[src/rtl/sm_encoder.sv]
// sm_encoder: builds a 16-pixel significance map, Hamming weight and nonzero-value list per segment
module sm_encoder #(
  parameter int DATA_W = 16
) (
  input  logic              clk,
  input  logic              rst_n,
  input  logic              op_start,
  output logic              busy,
  input  logic [DATA_W-1:0] px_in,
  input  logic              px_VLD,
  output logic              px_RDY,
  output logic [15:0]       SM_out,
  output logic [4:0]        HAMW_out,
  output logic              sm_VLD,
  input  logic              sm_RDY,
  output logic [DATA_W-1:0] nz_value_out,
  output logic              nz_VLD,
  input  logic              nz_RDY
);
  localparam logic [1:0] IDLE    = 2'd0;
  localparam logic [1:0] COLLECT = 2'd1;
  localparam logic [1:0] EMIT_SM = 2'd2;
  localparam logic [1:0] EMIT_NZ = 2'd3;
  logic [1:0]        state;
  logic [15:0]       sm;
  logic [4:0]        hamw;
  logic [4:0]        cnt;
  logic [4:0]        count;
  logic [3:0]        wr_ptr;
  logic [3:0]        rd_ptr;
  logic [DATA_W-1:0] fifo [16];
  logic              px_fire;
  logic              px_nz;
  logic              nz_fire;
  assign px_nz        = |px_in;
  assign px_fire      = px_VLD & px_RDY;
  assign nz_fire      = nz_VLD & nz_RDY;
  assign busy         = state != IDLE;
  assign px_RDY       = state == COLLECT;
  assign sm_VLD       = state == EMIT_SM;
  assign nz_VLD       = (state == EMIT_NZ) && (count != 5'd0);
  assign SM_out       = sm;
  assign HAMW_out     = hamw;
  // Gated so stale storage never shows after reset or between segments
  assign nz_value_out = (count != 5'd0) ? fifo[rd_ptr] : '0;
  always_ff @(posedge clk or negedge rst_n) begin
    if (!rst_n) begin
      state  <= IDLE;
      sm     <= '0;
      hamw   <= '0;
      cnt    <= '0;
      count  <= '0;
      wr_ptr <= '0;
      rd_ptr <= '0;
    end else begin
      case (state)
        IDLE: begin
          sm     <= '0;
          hamw   <= '0;
          cnt    <= '0;
          count  <= '0;
          wr_ptr <= '0;
          rd_ptr <= '0;
          if (op_start) state <= COLLECT;
        end
        COLLECT: if (px_fire) begin
          sm  <= {sm[14:0], px_nz};
          cnt <= cnt + 5'd1;
          if (px_nz) begin
            hamw   <= hamw + 5'd1;
            count  <= count + 5'd1;
            wr_ptr <= wr_ptr + 4'd1;
          end
          if (cnt == 5'd15) state <= EMIT_SM;
        end
        EMIT_SM: if (sm_RDY) state <= (hamw != 5'd0) ? EMIT_NZ : IDLE;
        EMIT_NZ: if (nz_fire) begin
          count  <= count - 5'd1;
          rd_ptr <= rd_ptr + 4'd1;
          if (count == 5'd1) state <= IDLE;
        end
        default: state <= IDLE;
      endcase
    end
  end
  always_ff @(posedge clk)
    if (px_fire && px_nz) fifo[wr_ptr] <= px_in;
endmodule

[config.mk]
export PLATFORM = sky130hd
export DESIGN_NAME = sm_encoder
export DESIGN_NICKNAME = d
export VERILOG_FILES = /design/src/rtl/sm_encoder.sv
export SDC_FILE = /design/constraint.sdc
export NUM_CORES = 1
export LEC_CHECK = 0
export CORE_MARGIN = 2
export CORE_UTILIZATION = 55
export DETAILED_ROUTE_END_ITERATION = 16
export HOLD_SLACK_MARGIN = 0.08
export PLACE_DENSITY_LB_ADDON = 0.1
export SLEW_MARGIN = 20
export SYNTH_ARGS = -nofsm -noshare
export SYNTH_HDL_FRONTEND = slang
export SYNTH_SLANG_ARGS = --single-unit
[constraint.sdc]
create_clock -name clk -period 7.2 [get_ports clk]
set_clock_uncertainty 0.2 [all_clocks]
set_input_delay 0.72 -clock clk [delete_from_list [all_inputs] [get_ports clk]]
set_output_delay 0.72 -clock clk [all_outputs]
set_load 0.005 [all_outputs]
==> summary.md, run 1 <==
| Metric | Value |
|---|---|
| CTS clk-pin slew, worst paths | `roughly 0.060 ns` |
| Pre-CTS setup slack | `2.885 ns` |
| Netlist area before placement | `11950 um^2` |
| DRC Markers | `0` |
| Crit path cell chain | `buf_4 > mux4_2 > mux2i_1 > o22ai_1 > clkdlybuf4s50_1` |
| Core area | `21150 um^2` |
| Synth Area per Inst | `19.05 um^2` |
| Initial antenna violation count | `0` |
| Tmin final | `4.554 ns` |
| CP endpoint kind | `output port` |
| Worst hold slack | `between 0.1 and 0.15 ns` |
| Reg2Reg Depth | `5` |
| LEAKAGE | `between 4 and 5 nW` |
| Chip width | `151.4 um` |
| Post-synthesis mux area share | `between 10% and 20%` |
| Avg WL per Cell | `24.93 um` |
| Critical path data arrival time | `3.63 ns` |
| Seq/Total Area, Yosys | `approximately 73%` |
| Max Slew Vio Count | `0` |
| Port bufs | `62` |
| Final WL | `24830 um` |
| RSZ-0062 raised after global routing | `false` |
| Vias per inst | `6.140` |
| Simple-Gate Fraction of Synth Area | `4.210%` |
| Final Setup Violations | `0` |
| Largest net degree at the start of global routing | `65` |
| Finished Core Util | `65.20%` |
| Final net count | `approximately 740` |
| Vias in the first global route | `6528` |
| R2R Path End | `fifo[11][13]$_DFFE_PP_` |
| Max Cap Viol | `0` |
| Pwr Density | `386.7 nW/um^2` |
| Worst slew margin | `25.87%` |
| CTS H-tree lvls | `1` |
| Routed Antenna Nets | `0` |
| CTS Buffer Depth | `3` |
| CP top delay family | `buffers and inverters` |
| Iteration-0 DRC Markers | `481` |
| # rows | `between 50 and 60` |
| Primary FF master, synth | `edfxtp_1` |
| DRT Pass-1 Iters | `5` |
| Total global routing overflow | `0` |
| Setup CP Type | `flop to output port` |
| Global-route wire length before repair | `38160 um` |
| Tightest Pin Transition | `1.112 ns` |
| Die Ht | `151.4 um` |
| Clock Latency Late Sink | `0.53 ns` |
| Synth Register Bits | `297` |
| Maximum VDD drop | `0.0002520 V` |
| Warnings from Yosys | `0` |
| All-Layer GR Usage | `~23%` |
| Worst path max stage delay | `1.05 ns` |
| Hold WC Path Type | `input port to asynchronous set/reset pin` |
| Crit Path Max Fanout | `48` |
| # fillers | `1428` |
| Post-CTS setup buffers | `0` |
| Final Hold Viols | `0` |
| Worst reg2reg path startpoint | `state[0]$_DFFE_PN0P_` |
| Num CTS Buffers | `29` |
| Synth-to-layout area growth | `15.45%` |
| Resize count post-CTS | `0` |
| Footprint of the multi-input gates | `3033 um^2` |
| Layout cell share with drive strength beyond 1 | `roughly a fifth` |
| Root Buffer | `clkbuf_16` |
| Gpl congestion | `0.8153` |
| Post-synth ARST share | `13.80%` |
| Post-Syn Nets | `662` |
| Placed Cells | `~940` |
| Setup WS post-layout | `2.646 ns` |
| Die area | `22920 um^2` |
| Final period util | `63.25%` |
| CTS tree | `built` |
| Fin cells | `996` |
| Diode count | `0` |
| Synth unique cells | `50` |
| Critical Path RT | `6.28 ns` |
| Crit-path slowest cell | `dfrtp_4` |
| Synth Area in Compound Gates | `3.875%` |
| CTS Sinks | `297` |
| Sequential cell area | `8720 um^2` |
| Starting Density | `about 56%` |
| Ports | `63` |
| Setup crit start kind | `flop` |
| Hold Buf Count CTS | `0` |
| DP Wirelength | `15070 um` |
| Cells after synthesis | `about 630` |
| Outcome | `complete, no violations` |
| Adder-cell share of the synthesized area | `1.362%` |
| Setup Total Neg Slack | `0 ns` |
| Number of buffers and inverters on the critical path | `2` |
| Via Count | `6115` |
| Number of synthesized flops with an enable pin | `256` |
| XOR/XNOR share of the synthesized area | `0.8065%` |
| Worst R2R Setup Slack | `roughly 3.2 ns` |
| Max Clk Rate | `219.6 MHz` |
| Largest family of logic cells by synthesized area | `multiplexers` |
## synth_stat cells, types with 2 or more instances
| master | instances | share of area (%) |
|---|---|---|
| edfxtp_1 | 256 | 64 |
| mux4_2 | 64 | 12 |
| dfrtp_1 | 41 | 8.6 |
| mux2i_1 | 32 | 2.7 |
| nand2_1 | 22 | 0.69 |
| nor2_1 | 20 | 0.63 |
| o22ai_1 | 18 | 0.94 |
| inv_1 | 17 | 0.53 |
| a22o_1 | 16 | 1.2 |
| buf_2 | 13 | 0.54 |
| ha_1 | 13 | 1.4 |
| and2_1 | 10 | 0.52 |
| clkbuf_1 | 10 | 0.31 |
| nand3_1 | 9 | 0.38 |
| nor4_1 | 8 | 0.42 |
| xor2_1 | 8 | 0.59 |
| a21oi_1 | 6 | 0.25 |
| buf_1 | 6 | 0.19 |
| o21ai_0 | 6 | 0.25 |
| and3_1 | 5 | 0.26 |
| nand4_1 | 5 | 0.26 |
| buf_4 | 4 | 0.25 |
| nand2b_1 | 3 | 0.16 |
| nor3_1 | 3 | 0.13 |
| xnor2_1 | 3 | 0.22 |
| a21o_1 | 2 | 0.13 |
| a31oi_1 | 2 | 0.10 |
| and4b_1 | 2 | 0.17 |
| o21ai_1 | 2 | 0.084 |
## power breakdown
part / switching (mW) / leakage [nW] / total (mW) / internal [mW]
Clock: 0.602 / 0.436 / 1.45 / 0.844
Sequential: 0.259 / 2.83 / 2.32 / 2.06
Combinational: 0.724 / 1.30 / 1.57 / 0.845
## per-layer routing
metal  wire length [um]  vias to the layer above  GRT usage (%)  share of wire (%)
li1                   -                     2672              -                  -
met1              10790                     3233          32.47                 43
met2              12160                      179          37.15                 49
met3               1450                       31          3.886                5.8
met4                426                        0          5.607                1.7
met5                  0                        -              0                  0
## flip-flops by register name, indices dropped and copies added (netlist names)
signal and count:
cnt 5, SM_out 16, wr_ptr 4, count 5, state 2, HAMW_out 5, rd_ptr 4, fifo 256
## how the worst max path moves through the flow
stage,start,slack [ns],to,cells past startpoint
after global routing,rd_ptr[0]$_DFFE_PN0P_,2.37,nz_value_out[12],5
after global placement,px_in[0],3.08,fifo[6][0]$_DFFE_PP_,6
after detailed placement,px_in[0],2.89,fifo[9][0]$_DFFE_PP_,6
after floorplan,px_VLD,3.89,fifo[2][0]$_DFFE_PP_,4
final,rd_ptr[0]$_DFFE_PN0P_,2.65,nz_value_out[12],5
after CTS,rd_ptr[0]$_DFFE_PN0P_,2.57,nz_value_out[12],5
## worst register-to-register path, stage by stage, from the launching register on
cell and delay [ns]:
dfrtp_1 0.75, nor2b_1 0.54, and2_1 0.68, nand2_2 0.27, nor3b_2 0.32, and2_1 0.89
## cells by family (layout without fill, tap and decap cells)
kind of cell / after synthesis / in the layout
multiplexers: 97 / 97
buffers and inverters: 52 / 146
XOR/XNOR: 11 / 11
AND/OR/NAND/NOR: 95 / 95
adder cells (fa/ha/maj): 13 / 13
AO/OA/AOI/OAI: 62 / 62
flip-flops: 297 / 297
## cell usage in the layout, fill, tap and decap left out, types with 9 or more instances in the layout
cell             count
a22o_1              16
mux4_2              64
nor2_1              16
and2_1              10
nand3_1              9
clkdlybuf4s50_1     61
clkbuf_16           29
nand2_1             22
buf_4               15
mux2i_1             32
o22ai_1             18
ha_1                13
inv_1               17
edfxtp_1           256
dfrtp_1             38
## through the flow
step	power [mW]	instance area, um^2
5_1_grt	5.601	13790
2_1_floorplan	3.262	11950
6_report	5.333	13790
3_3_place_gp	3.897	12890
4_1_cts	5.391	13790
3_5_place_dp	3.940	12890
## layout make-up
cell class                 count  share of cell area (%)
inverter                      17                  0.4627
clock buffer                  37                   5.479
timing repair buffer          77                   5.280
multi-input combinational    278                   21.99
clock inverter                15                   1.070
sequential                   297                   63.22
tap                          275                   2.495
(Power assumes the default switching activity.)
==> run 2, diff against run 1 <==
--- a/config.mk
+++ b/config.mk
@@ -6,7 +6,7 @@
 export NUM_CORES = 1
 export LEC_CHECK = 0
 export CORE_MARGIN = 2
-export CORE_UTILIZATION = 55
+export CORE_UTILIZATION = 54
 export DETAILED_ROUTE_END_ITERATION = 16
 export HOLD_SLACK_MARGIN = 0.08
 export PLACE_DENSITY_LB_ADDON = 0.1
==> constraint.sdc (replaced) <==
create_clock -name clk -period 3.8 [get_ports clk]
set_clock_uncertainty 0.2 [all_clocks]
set_input_delay 0.38 -clock clk [delete_from_list [all_inputs] [get_ports clk]]
set_output_delay 0.38 -clock clk [all_outputs]
set_load 0.005 [all_outputs]
==> summary.md, run 2 (same netlist as run 1, synthesis figures left out) <==
| Metric | Value |
|---|---|
| Setup crit start kind | `flop (unchanged)` |
| CTS Buffer Depth | `3 (unchanged)` |
| Worst slew margin | `24.74% (was 25.87%)` |
| # rows | `54 (was 53)` |
| Tot Pwr | `10.18 mW (was 5.333 mW)` |
| Placed Cells | `970 (was 944)` |
| Tightest Pin Transition | `1.129 ns (was 1.112 ns)` |
| LEAKAGE | `4.664 nW (was 4.561 nW)` |
| Finished Core Util | `64.29% (was 65.20%)` |
| CTS H-tree lvls | `1 (unchanged)` |
| Crit Path Max Fanout | `36 (was 48)` |
| CP endpoint kind | `output port (unchanged)` |
| Final net count | `758 (was 735)` |
| Final Setup Violations | `0 (unchanged)` |
| Clock Latency Late Sink | `0.55 ns (was 0.53 ns)` |
| Starting Density | `54.91% (was 56.47%)` |
| Maximum VDD drop | `0.0004619 V (was 0.0002520 V)` |
| Critical path data arrival time | `3.02 ns (was 3.63 ns)` |
| Synth-to-layout area growth | `17.08% (was 15.45%)` |
| Pwr Density | `727.7 nW/um^2 (was 386.7 nW/um^2)` |
| Largest net degree at the start of global routing | `42 (was 65)` |
| Largest register FFs | `256 (unchanged)` |
| Post-CTS setup buffers | `0 (unchanged)` |
| Avg WL per Cell | `24.63 um (was 24.93 um)` |
| Gr busiest metal | `met2 (unchanged)` |
| Ports | `63 (unchanged)` |
| Die area | `23330 um^2 (was 22920 um^2)` |
| DRT Pass-1 Iters | `5 (unchanged)` |
| Met1 usage | `30.07% (was 32.47%)` |
| Pre-CTS setup slack | `0.1292 ns (was 2.885 ns)` |
| Worst hold slack | `0.3061 ns (was 0.1281 ns)` |
| Final WL | `25220 um (was 24830 um)` |
| CTS tree | `built (unchanged)` |
| CTS clk-pin slew, worst paths | `0.06 ns (about the same)` |
| Core area | `21760 um^2 (was 21150 um^2)` |
| Die Ht | `152.7 um (was 151.4 um)` |
| Diode count | `0 (unchanged)` |
| Setup CP Type | `flop to output port (unchanged)` |
| Total global routing overflow | `0 (unchanged)` |
| Vias per inst | `6.033 (was 6.140)` |
| Cell area after layout | `13990 um^2 (was 13790 um^2)` |
| Initial antenna violation count | `0 (unchanged)` |
| Met3 GRT Util | `3.470% (was 3.886%)` |
| Max Slew Vio Count | `0 (unchanged)` |
| Root Buffer | `clkbuf_16 (unchanged)` |
| Layout cell share with drive strength beyond 1 | `21.10% (was 18.72%)` |
| # fillers | `1524 (was 1428)` |
| All-Layer GR Usage | `22.06% (was 22.73%)` |
| Chip width | `152.7 um (was 151.4 um)` |
| CTS Sinks | `297 (unchanged)` |
| Hold WC Path Type | `input port to asynchronous set/reset pin (unchanged)` |
| Most frequent cells in the layout | `edfxtp_1 (256), mux4_2 (64), clkdlybuf4s50_1 (61) (unchanged)` |
| Setup Total Neg Slack | `0 ns (unchanged)` |
| DRC Markers | `0 (unchanged)` |
| Via Count | `6178 (was 6115)` |
| Commonest non-fill, non-tap cell in the layout | `edfxtp_1 (unchanged)` |
| Fin cells | `1024 (was 996)` |
| Setup WS post-layout | `0.2000 ns (was 2.646 ns)` |
| Reg with most FFs | `fifo (unchanged)` |
| Port bufs | `62 (unchanged)` |
| Sequential cell area | `8720 um^2 (unchanged)` |
| Num CTS Buffers | `29 (unchanged)` |
| Worst R2R Setup Slack | `1.04 ns (was 3.16 ns)` |
| Final Hold Viols | `0 (unchanged)` |
| RSZ-0062 raised after global routing | `false (unchanged)` |
| Max Cap Viol | `0 (unchanged)` |
| GR Util met2 | `37.90% (was 37.15%)` |
| Max Clk Rate | `277.8 MHz` |
| Gpl congestion | `0.8298 (was 0.8153)` |
| Critical Path RT | `3.22 ns (was 6.28 ns)` |
| Routed Antenna Nets | `0 (unchanged)` |
| Outcome | `complete, no violations (unchanged)` |
| Footprint of the multi-input gates | `3042 um^2 (was 3033 um^2)` |
| Vias in the first global route | `6552 (was 6528)` |
| DP Wirelength | `15790 um (was 15070 um)` |
| Global-route wire length before repair | `38750 um (was 38160 um)` |
| Dpl cell area | `13080 um^2 (was 12890 um^2)` |
| Final period util | `94.74%` |
| Tmin final | `3.600 ns` |
| Iteration-0 DRC Markers | `463 (was 481)` |
run 2: cell count changes in the layout (fill, tap and decap cells not counted), sizes merged:
cell | before | now
clkinv | 11 | 7
inv | 17 | 18
bufinv | 3 | 2
clkbuf | 37 | 41
buf | 16 | 38
dlygate4sd3 | 0 | 1
run 2: cell type report:
| cell class | instances | area share (%) |
|---|---|---|
| clock inverters | 11 | 0.7514 |
| multi-input cells | 278 | 21.75 |
| well taps | 280 | 2.505 |
| clock buffers | 41 | 5.510 |
| flip-flops and latches | 297 | 62.34 |
| repair buffers | 100 | 6.691 |
| inverters | 17 | 0.4562 |
run 2: timing repair:
item,CTS,global route
resized for setup,0,2
setup endpoints to repair,0,9
hold buffers,1,0
endpoints found under the hold margin,41,0
run 2: critical path: stages (launching register included):
cell and delay [ns]:
dfrtp_4 0.63, buf_12 0.33, mux4_2 0.56, mux2i_1 0.22, o22ai_1 0.18, clkdlybuf4s50_1 0.55
run 2: power breakdown:
part	switching [mW]	internal, mW
sequential	0.366	3.90
combinational	1.54	1.69
clock	1.13	1.54
total	3.04	7.14
run 2: worst paths after layout:
check,from,end,depth (start not counted)
setup / recovery,rd_ptr[0]$_DFFE_PN0P_,nz_value_out[9],5
hold / removal,rst_n,wr_ptr[1]$_DFFE_PN0P_,2
setup reg to reg,state[1]$_DFFE_PN0P_,fifo[5][2]$_DFFE_PP_,5
hold reg to reg,SM_out[15]$_DFFE_PN0P_,SM_out[15]$_DFFE_PN0P_,1
max in group asynchronous,rst_n,rd_ptr[0]$_DFFE_PN0P_,2
min in group clk,SM_out[15]$_DFFE_PN0P_,SM_out[15]$_DFFE_PN0P_,1
run 2: routing by layer:
layer	routed length (um)	share of wire [%]	vias up
met5	0	0	-
met4	505	2.0	0
met3	1496	5.9	41
met2	12800	51	210
met1	10430	41	3203
li1	-	-	2724
==> run 3, diff against run 2 <==
--- a/config.mk
+++ b/config.mk
@@ -8,6 +8,7 @@
 export CORE_MARGIN = 2
 export CORE_UTILIZATION = 54
 export DETAILED_ROUTE_END_ITERATION = 16
+export GPL_TIMING_DRIVEN = 0
 export HOLD_SLACK_MARGIN = 0.08
 export PLACE_DENSITY_LB_ADDON = 0.1
 export SLEW_MARGIN = 20
==> summary.md, run 3 (same netlist as run 1, synthesis figures left out) <==
| Metric | Value |
|---|---|
| Via Count | `6351 (was 6178)` |
| Diode count | `0 (unchanged)` |
| RSZ-0062 raised after global routing | `false (unchanged)` |
| Sw Pwr | `3.108 mW (was 3.041 mW)` |
| Final Hold Viols | `0 (unchanged)` |
| Placed Cells | `982 (was 970)` |
| Sequential Power Share | `39.6% (was 41.9%)` |
| # fillers | `1505 (was 1524)` |
| Cell area after layout | `14060 um^2 (was 13990 um^2)` |
| All-Layer GR Usage | `21.69% (was 22.06%)` |
| Iteration-0 DRC Markers | `481 (was 463)` |
| Layout cell share with drive strength beyond 1 | `21.08% (was 21.10%)` |
| Footprint of the multi-input gates | `3033 um^2 (was 3042 um^2)` |
| Critical Path RT | `3.22 ns (about the same)` |
| Port bufs | `62 (unchanged)` |
| Vias in the first global route | `6497 (was 6552)` |
| Hold WC Path Type | `input port to asynchronous set/reset pin (unchanged)` |
| Final WL | `25330 um (was 25220 um)` |
| Crit path cell chain | `clkbuf_4 > buf_4 > mux4_2 > mux2i_1 > o22ai_1 > clkdlybuf4s50_1 (was buf_12 > mux4_2 > mux2i_1 > o22ai_1 > clkdlybuf4s50_1)` |
| Core area | `21760 um^2 (unchanged)` |
| Comb pwr share | `33.1% (was 31.8%)` |
| Tot Pwr | `10.38 mW (was 10.18 mW)` |
| Worst slew margin | `29.94% (was 24.74%)` |
| Initial antenna violation count | `0 (unchanged)` |
| LEAKAGE | `4.732 nW (was 4.664 nW)` |
| Reg with most FFs | `fifo (unchanged)` |
| Die Ht | `152.7 um (unchanged)` |
| Global-route wire length before repair | `38370 um (was 38750 um)` |
| Max Clk Rate | `273.0 MHz (was 277.8 MHz)` |
| Post-CTS setup buffers | `0 (unchanged)` |
| Chip width | `152.7 um (unchanged)` |
| CTS Buffer Depth | `3 (unchanged)` |
| Num CTS Buffers | `30 (was 29)` |
| Proportion of power drawn by the clock network | `27.4% (was 26.3%)` |
| # rows | `54 (unchanged)` |
| Fin cells | `1039 (was 1024)` |
| Clock Latency Late Sink | `0.54 ns (was 0.55 ns)` |
| Switch share | `29.93% (was 29.87%)` |
| Tmin final | `3.663 ns (was 3.600 ns)` |
| Finished Core Util | `64.64% (was 64.29%)` |
| Gpl congestion | `0.8099 (was 0.8298)` |
| Dpl cell area | `13080 um^2 (about the same)` |
| Commonest non-fill, non-tap cell in the layout | `edfxtp_1 (unchanged)` |
| Critical path data arrival time | `3.08 ns (was 3.02 ns)` |
| CTS H-tree lvls | `1 (unchanged)` |
| Starting Density | `54.91% (unchanged)` |
| Int Power | `7.276 mW (was 7.138 mW)` |
| Maximum VDD drop | `0.0004470 V (was 0.0004619 V)` |
| Worst path max stage delay | `0.53 ns (was 0.63 ns)` |
| Vias per inst | `6.113 (was 6.033)` |
| Most frequent cells in the layout | `edfxtp_1 (256), mux4_2 (64), clkdlybuf4s50_1 (61) (unchanged)` |
| Setup CP Type | `flop to output port (unchanged)` |
| CTS clk-pin slew, worst paths | `0.06 ns (about the same)` |
| Worst hold slack | `0.1225 ns (was 0.3061 ns)` |
| CTS Sinks | `297 (unchanged)` |
| Root Buffer | `clkbuf_16 (unchanged)` |
| Pwr Density | `738.4 nW/um^2 (was 727.7 nW/um^2)` |
| Avg WL per Cell | `24.38 um (was 24.63 um)` |
| CP endpoint kind | `output port (unchanged)` |
| CTS tree | `built (unchanged)` |
| Routed Antenna Nets | `0 (unchanged)` |
| DRT Pass-1 Iters | `5 (unchanged)` |
| Ports | `63 (unchanged)` |
| Largest net degree at the start of global routing | `26 (was 42)` |
| Crit Path Max Fanout | `10 (was 36)` |
| Die area | `23330 um^2 (unchanged)` |
| Max Cap Viol | `0 (unchanged)` |
| Total global routing overflow | `0 (unchanged)` |
| Final net count | `770 (was 758)` |
| Outcome | `complete, no violations (unchanged)` |
| Number of buffers and inverters on the critical path | `3 (was 2)` |
| CP top delay family | `buffers and inverters (unchanged)` |
| Largest register FFs | `256 (unchanged)` |
| Sequential cell area | `8713 um^2 (was 8720 um^2)` |
| Final Setup Violations | `0 (unchanged)` |
| Max Slew Vio Count | `0 (unchanged)` |
| DRC Markers | `0 (unchanged)` |
| Synth-to-layout area growth | `17.72% (was 17.08%)` |
| Tightest Pin Transition | `1.051 ns (was 1.129 ns)` |
| Final period util | `96.39% (was 94.74%)` |
| Crit-path slowest cell | `mux4_2 (was dfrtp_4)` |
| Setup crit start kind | `flop (unchanged)` |
| DP Wirelength | `16680 um (was 15790 um)` |
run 3: cell types whose count changed in the layout (fill, tap and decap cells not counted), moves of 3 or more:
cell      previous run  this run
buf_4               34         6
buf_2                1        22
clkbuf_1            12        20
clkbuf_2             0         4
clkbuf_8             0         3
dfrtp_1             38        41
run 3: through the flow:
step                TNS [ns]  worst slack (ns)
floorplan                  0            0.5620
global placement     -132.81            -1.709
detailed placement   -0.3865          -0.02675
CTS                        0           0.02943
global route               0           0.02561
finish                     0            0.1371
run 3: layer usage:
| metal | routed length, um | vias to the layer above | track usage [%] |
|---|---|---|---|
| li1 | - | 2759 | - |
| met1 | 10580 | 3343 | 30.23 |
| met2 | 12890 | 219 | 37.84 |
| met3 | 1500 | 30 | 2.474 |
| met4 | 348 | 0 | 4.277 |
| met5 | 0 | - | 0 |
run 3: repair_timing:
item / 4_1_cts / 5_1_grt
pin swaps: 0 / 0
resized for setup: 4 / 4
hold buffers: 1 / 0
endpoints found under the hold margin: 41 / 0
setup endpoints to repair: 9 / 5
run 3: area by class of cell:
| cell class | instances | share of cell area (%) |
|---|---|---|
| flip-flops and latches | 297 | 61.96 |
| inverters | 17 | 0.4537 |
| multi-input cells | 278 | 21.57 |
| clock inverters | 11 | 0.7740 |
| clock buffers | 45 | 6.103 |
| plain buffers | 35 | 1.290 |
| repair buffers | 76 | 5.365 |
| well taps | 280 | 2.491 |
run 3: worst paths after layout:
check                                        from                      to  slack (ns)  depth (start not counted)
max                         rd_ptr[0]$_DFFE_PN0P_         nz_value_out[9]        0.14                          6
min                                         rst_n    count[1]$_DFFE_PN0P_        0.12                          2
max reg2reg                  state[1]$_DFFE_PN0P_    fifo[4][0]$_DFFE_PP_        0.74                          7
min reg2reg                SM_out[15]$_DFFE_PN0P_  SM_out[15]$_DFFE_PN0P_        0.31                          1
max in group asynchronous                   rst_n      cnt[1]$_DFFE_PN0P_        2.78                          3
min in group clk                         op_start    state[0]$_DFFE_PN0P_        0.30                          2
run 3: power by group through the flow:
stage	logic (mW)	clock network (mW)	registers [mW]
2_1_floorplan	2.06	0	4.12
3_3_place_gp	3.33	0	4.15
5_1_grt	3.69	3.01	4.14
3_5_place_dp	3.46	0	4.16
6_report	3.43	2.84	4.11
4_1_cts	3.47	2.89	4.10
